`src/rtl/arb_pkg.sv`:
```
// Shared types for the 4-port fixed-priority arbiter and its upstream queue.
// Build option: GNT_CHECK_EN enables the grant-protocol checker in req_pending_queue.
package arb_pkg;
  localparam int NUM_PORTS_DEF = 4;
  localparam int DEPTH_DEF = 7;
  typedef logic [NUM_PORTS_DEF-1:0] port_vec_t;
endpackage

```
`src/rtl/req_port_counter.sv`:
```
// One port's pending-request counter.
// Saturates at 0 and DEPTH; a dropped push sets a sticky overflow flag.
module req_port_counter #(
  parameter int DEPTH = 7,
  localparam int CW = $clog2(DEPTH + 1)
) (
  input  logic          clk,
  input  logic          reset,
  input  logic          push_i,
  input  logic          gnt_i,
  output logic [CW-1:0] count_o,
  output logic          full_o,
  output logic          ovf_o
);
  localparam logic [CW-1:0] MAX = CW'(DEPTH);

  logic [CW-1:0] r_cnt;
  logic          r_ovf;

  // Count pushes up and grants down; push+grant leaves a busy port unchanged.
  always_ff @(posedge clk) begin
    if (reset) begin
      r_cnt <= '0;
      r_ovf <= 1'b0;
    end else begin
      unique case ({push_i, gnt_i})
        2'b10: begin
          if (r_cnt != MAX) r_cnt <= r_cnt + 1'b1;
          else r_ovf <= 1'b1;
        end
        2'b01: begin
          if (r_cnt != '0) r_cnt <= r_cnt - 1'b1;
        end
        2'b11: begin
          if (r_cnt == '0) r_cnt <= CW'(1);
        end
        default: ;
      endcase
    end
  end

  assign count_o = r_cnt;
  assign full_o  = (r_cnt == MAX);
  assign ovf_o   = r_ovf;
endmodule

```
`src/rtl/req_pending_queue.sv`:
```
// Per-port pending-request queue feeding the fixed-priority arbiter.
// Build option: GNT_CHECK_EN adds a sticky grant-protocol error flag.
module req_pending_queue
  import arb_pkg::*;
#(
  parameter int NUM_PORTS = NUM_PORTS_DEF,
  parameter int DEPTH = DEPTH_DEF,
  localparam int CW = $clog2(DEPTH + 1)
) (
  input  logic                   clk,
  input  logic                   reset,
  input  logic [NUM_PORTS-1:0]   push_i,
  output logic [NUM_PORTS-1:0]   ready_o,
  output logic [NUM_PORTS-1:0]   req_o,
  input  logic [NUM_PORTS-1:0]   gnt_i,
  output logic [NUM_PORTS*CW-1:0] count_o,
  output logic [NUM_PORTS-1:0]   ovf_o,
  output logic                   err_o
);
  logic [NUM_PORTS-1:0] w_gnt;
  logic [NUM_PORTS-1:0] w_full;

  for (genvar i = 0; i < NUM_PORTS; i++) begin : g_port
    logic [CW-1:0] w_cnt;

    req_port_counter #(.DEPTH(DEPTH)) u_cnt (
      .clk     (clk),
      .reset   (reset),
      .push_i  (push_i[i]),
      .gnt_i   (w_gnt[i]),
      .count_o (w_cnt),
      .full_o  (w_full[i]),
      .ovf_o   (ovf_o[i])
    );

    assign count_o[i*CW +: CW] = w_cnt;
    assign req_o[i] = (w_cnt != '0);
  end

  assign ready_o = ~w_full;

`ifdef GNT_CHECK_EN
  logic                 w_multi;
  logic [NUM_PORTS-1:0] w_bad;
  logic                 r_err;

  assign w_multi = |(gnt_i & (gnt_i - 1'b1));
  assign w_bad   = gnt_i & ~req_o;
  assign w_gnt   = w_multi ? '0 : (gnt_i & req_o);

  // Latch any multi-hot grant or grant to an idle port until reset.
  always_ff @(posedge clk) begin
    if (reset) r_err <= 1'b0;
    else if (w_multi || (|w_bad)) r_err <= 1'b1;
  end

  assign err_o = r_err;
`else
  assign w_gnt = gnt_i;
  assign err_o = 1'b0;
`endif
endmodule

```
`config.mk`:
```
export PLATFORM = sky130hd
export DESIGN_NAME = req_pending_queue
export DESIGN_NICKNAME = d
export VERILOG_FILES = /design/src/rtl/arb_pkg.sv /design/src/rtl/req_port_counter.sv /design/src/rtl/req_pending_queue.sv
export SDC_FILE = /design/constraint.sdc
export NUM_CORES = 1
export LEC_CHECK = 0
export BUFFER_PORTS_ARGS = -buffer_cell sky130_fd_sc_hd__buf_2
export CORE_MARGIN = 3
export CORE_UTILIZATION = 40
export DETAILED_ROUTE_END_ITERATION = 16
export GPL_ROUTABILITY_DRIVEN = 0
export GPL_TIMING_DRIVEN = 1
export SETUP_SLACK_MARGIN = 0.05
export SLEW_MARGIN = 15
export SYNTH_ARGS = -nofsm -noshare
export SYNTH_HDL_FRONTEND = slang
export SYNTH_HIERARCHICAL = 1
export SYNTH_SLANG_ARGS = --single-unit
```
`constraint.sdc`:
```
create_clock -name clk -period 3.6 [get_ports clk]
set_clock_uncertainty 0.15 [all_clocks]
set_input_delay 1.08 -clock clk [delete_from_list [all_inputs] [get_ports clk]]
set_output_delay 1.08 -clock clk [all_outputs]
set_load 0.03 [all_outputs]
```
==> metrics.txt <==
sequential element share of the synthesized area=0.247; peak per-stage delay on the critical path=~0.44 ns; Avg WL per Cell=around 13 um; drt drc=0; Clk pwr share=0.214; Clock Latency Late Sink=0.28 ns; Gate Count Post-Synth=146; Syn. warnings=6; Slew Limit Fails=0; global route overflow=0; Worst EP arrival=roughly 2.7 ns; initial antenna violation count=0; IR drop worst, VDD=about 0.2 mV; Syn Area/Cell=between 8 and 9 sq um; GRT Total Usage=0.150; Sw Share=0.402; die area=roughly 0.004 sq mm; Setup Buffers After CTS=0; clock slew at reported path FFs=0.10 ns; Critical Path Start Type=primary input; nets=a little under 200; Die Ht=about 63 um; Cell Chain, Critical Path=buf_2, nor2b_4, inv_1, fa_1, nor3b_2, a211oi_1, a2111oi_2; CP Buf/Inv Count=2; slowest CP cell=fa_1; I/O Pins=35; endpoint class of the critical path=flop; crit path kind=primary input to flop; Clock Sinks=16; post-cts resize count=0; Area Overhead vs Synth=16.9%; Placeable Area=approximately 0.003 sq mm; hold_buf cts=0; setup TNS=0 ns; combinational group share of total power=0.395; Vias=roughly 1200; Finish-stage setup viols=0; ANT cells=0; Switch Pwr=approximately 0.00023 W; Reg power frac=0.391; period utilization=0.732; P_leak=approximately 0.66 nW; share of cells above drive strength 1=0.298; Int Power=approximately 0.00034 W; final hold violation count=0; dpl cell area=0.00148 sq mm; Hold/Removal Path Class=flop to flop; final WL=between 2000 and 3000 um; post-route minimum period=about 2.6 ns; TritonCTS buffer count=3; CTS tree=yes; Fin Hold WS=~0.33 ns; Clock Tree Root=clkbuf_4; Mapped Area=0.00130 sq mm; status=completed; Distinct cells, synth=26; htree depth=1; DRT iter0 DRCs=between 90 and 100; Crit Path Max Fanout=10; synthesized flop and latch total=16; RSZ-0062 raised after global routing=no; DRT Pass-1 Iters=5; first-pass GRT wire length=5030 um; Req. time, crit path=roughly 3.6 ns; pin count of the biggest net entering global routing=21; Final HPWL DP=2130 um; Std-Cell Rows=20; final worst setup slack=a little under 1 ns; Top Family by Delay on Critical Path=simple AND/OR/NAND/NOR gates; IO buf count=33; Die W=63.0 um; pre-CTS WS=a little under 0.7 ns; Power Density=372 mW/mm^2; Post-DRT Antenna Nets=0; Initial Utilization=0.422; vias per inst=roughly 5.5; vias in the first global route=approximately 1100; post-route cell area=approximately 0.0015 sq mm; fmax=roughly 380 MHz; Clock Path Buffers=2; Max-Cap Viols=0; Power Total=between 0.0005 and 0.0006 W; Mapped Nets=160
## routing by layer
metal  vias to the layer above  wire length, um  GRT usage  share of wire
met3                         0              179     0.0396          0.061
met5                         -                0          0              0
li1                        610                -          -              -
met4                         0                0     0.0331              0
met2                        33             1380      0.242           0.47
met1                       568             1360      0.200           0.47
## worst reg2reg max path: cells and delay by family, from the launching register on
family,cells,cell delay [ns]
AOI/OAI and AO/OA,2,0.42
adders and majority gates,1,0.50
buffers and inverters,1,0.13
DFF,1,0.46
and+or+nand+nor,1,0.24
## path summary, 6_finish.rpt
check	start	end	slack, ns	cells after the start
worst max-delay path	gnt_i[3]	g_port[3].u_cnt/count_o[2]	0.96	7
worst min-delay path	g_port[3].u_cnt/ovf_o	g_port[3].u_cnt/ovf_o	0.33	2
worst max register to register	g_port[3].u_cnt/count_o[0]	g_port[3].u_cnt/count_o[2]	1.59	5
worst min register to register	g_port[3].u_cnt/ovf_o	g_port[3].u_cnt/ovf_o	0.33	2
## cells in the mapped netlist
| master | instances | area (sq um) |
|---|---|---|
| a31oi_1 | 4 | 25.0 |
| a22o_1 | 4 | 35.0 |
| nor3b_2 | 4 | 50.1 |
| or3b_1 | 4 | 35.0 |
| fa_1 | 4 | 80.1 |
| conb_1 | 1 | 3.75 |
| o21ai_0 | 8 | 40.0 |
| a21o_1 | 4 | 30.0 |
| and3b_1 | 4 | 35.0 |
| a21oi_1 | 8 | 40.0 |
| dfxtp_1 | 16 | 320 |
| xor2_1 | 4 | 35.0 |
| inv_1 | 24 | 90.1 |
| nand2_1 | 4 | 15.0 |
| buf_4 | 5 | 37.5 |
| a221oi_1 | 4 | 35.0 |
| nor2_1 | 4 | 15.0 |
| and3_1 | 4 | 25.0 |
| o32ai_1 | 4 | 35.0 |
| or3_1 | 4 | 25.0 |
| a32oi_1 | 4 | 35.0 |
| a2111oi_2 | 4 | 60.1 |
| or3b_2 | 4 | 35.0 |
| a211oi_1 | 8 | 60.1 |
| nor2b_4 | 4 | 55.1 |
| nand4bb_1 | 4 | 45.0 |
## final cells by class
type	count	area (sq um)
flip-flops and latches	16	320
inverters	24	90.1
clock buffers	4	36.3
repair buffers	33	165
multi-input cells	101	850
well taps	44	55.1
fillers	310	1560
## kinds of logic (layout without fill, tap and decap cells)
kind of cell    after synthesis  after routing  share of synthesized area
compound gates               52             52                      0.305
flops                        16             16                      0.247
fa+ha+maj                     4              4                     0.0617
buf+inv                      29             61                     0.0984
xor+xnor                      4              4                     0.0270
other cells                   1              1                    0.00289
simple gates                 40             40                      0.258
## metrics by stage
step / util / std cells
after floorplan: - / 146
after global placement: 0.481 / 218
after detailed placement: 0.481 / 218
after CTS: 0.493 / 222
after global routing: 0.493 / 222
final: 0.493 / 222
## power groups by stage
stage               Combinational, W  Clock [W]  Sequential [W]
detailed placement          0.000223          0        0.000224
finish                      0.000223   0.000121        0.000220
global route                0.000244   0.000133        0.000225
global placement            0.000218          0        0.000223
CTS                         0.000224   0.000127        0.000220
floorplan                   0.000142          0        0.000246
## sequential cells by signal, indices dropped and copies added, names as in the netlist
register and cells:
g_port.u_cnt/count_o 12, g_port.u_cnt/ovf_o 4
## cell usage in the layout (no fill, tap or decap), types with 8 or more instances in the layout
master and instances:
buf_2 33, a211oi_1 8, o21ai_0 8, a21oi_1 8, dfxtp_1 16, inv_1 24
No activity file was read; power rests on OpenSTA's default activity.
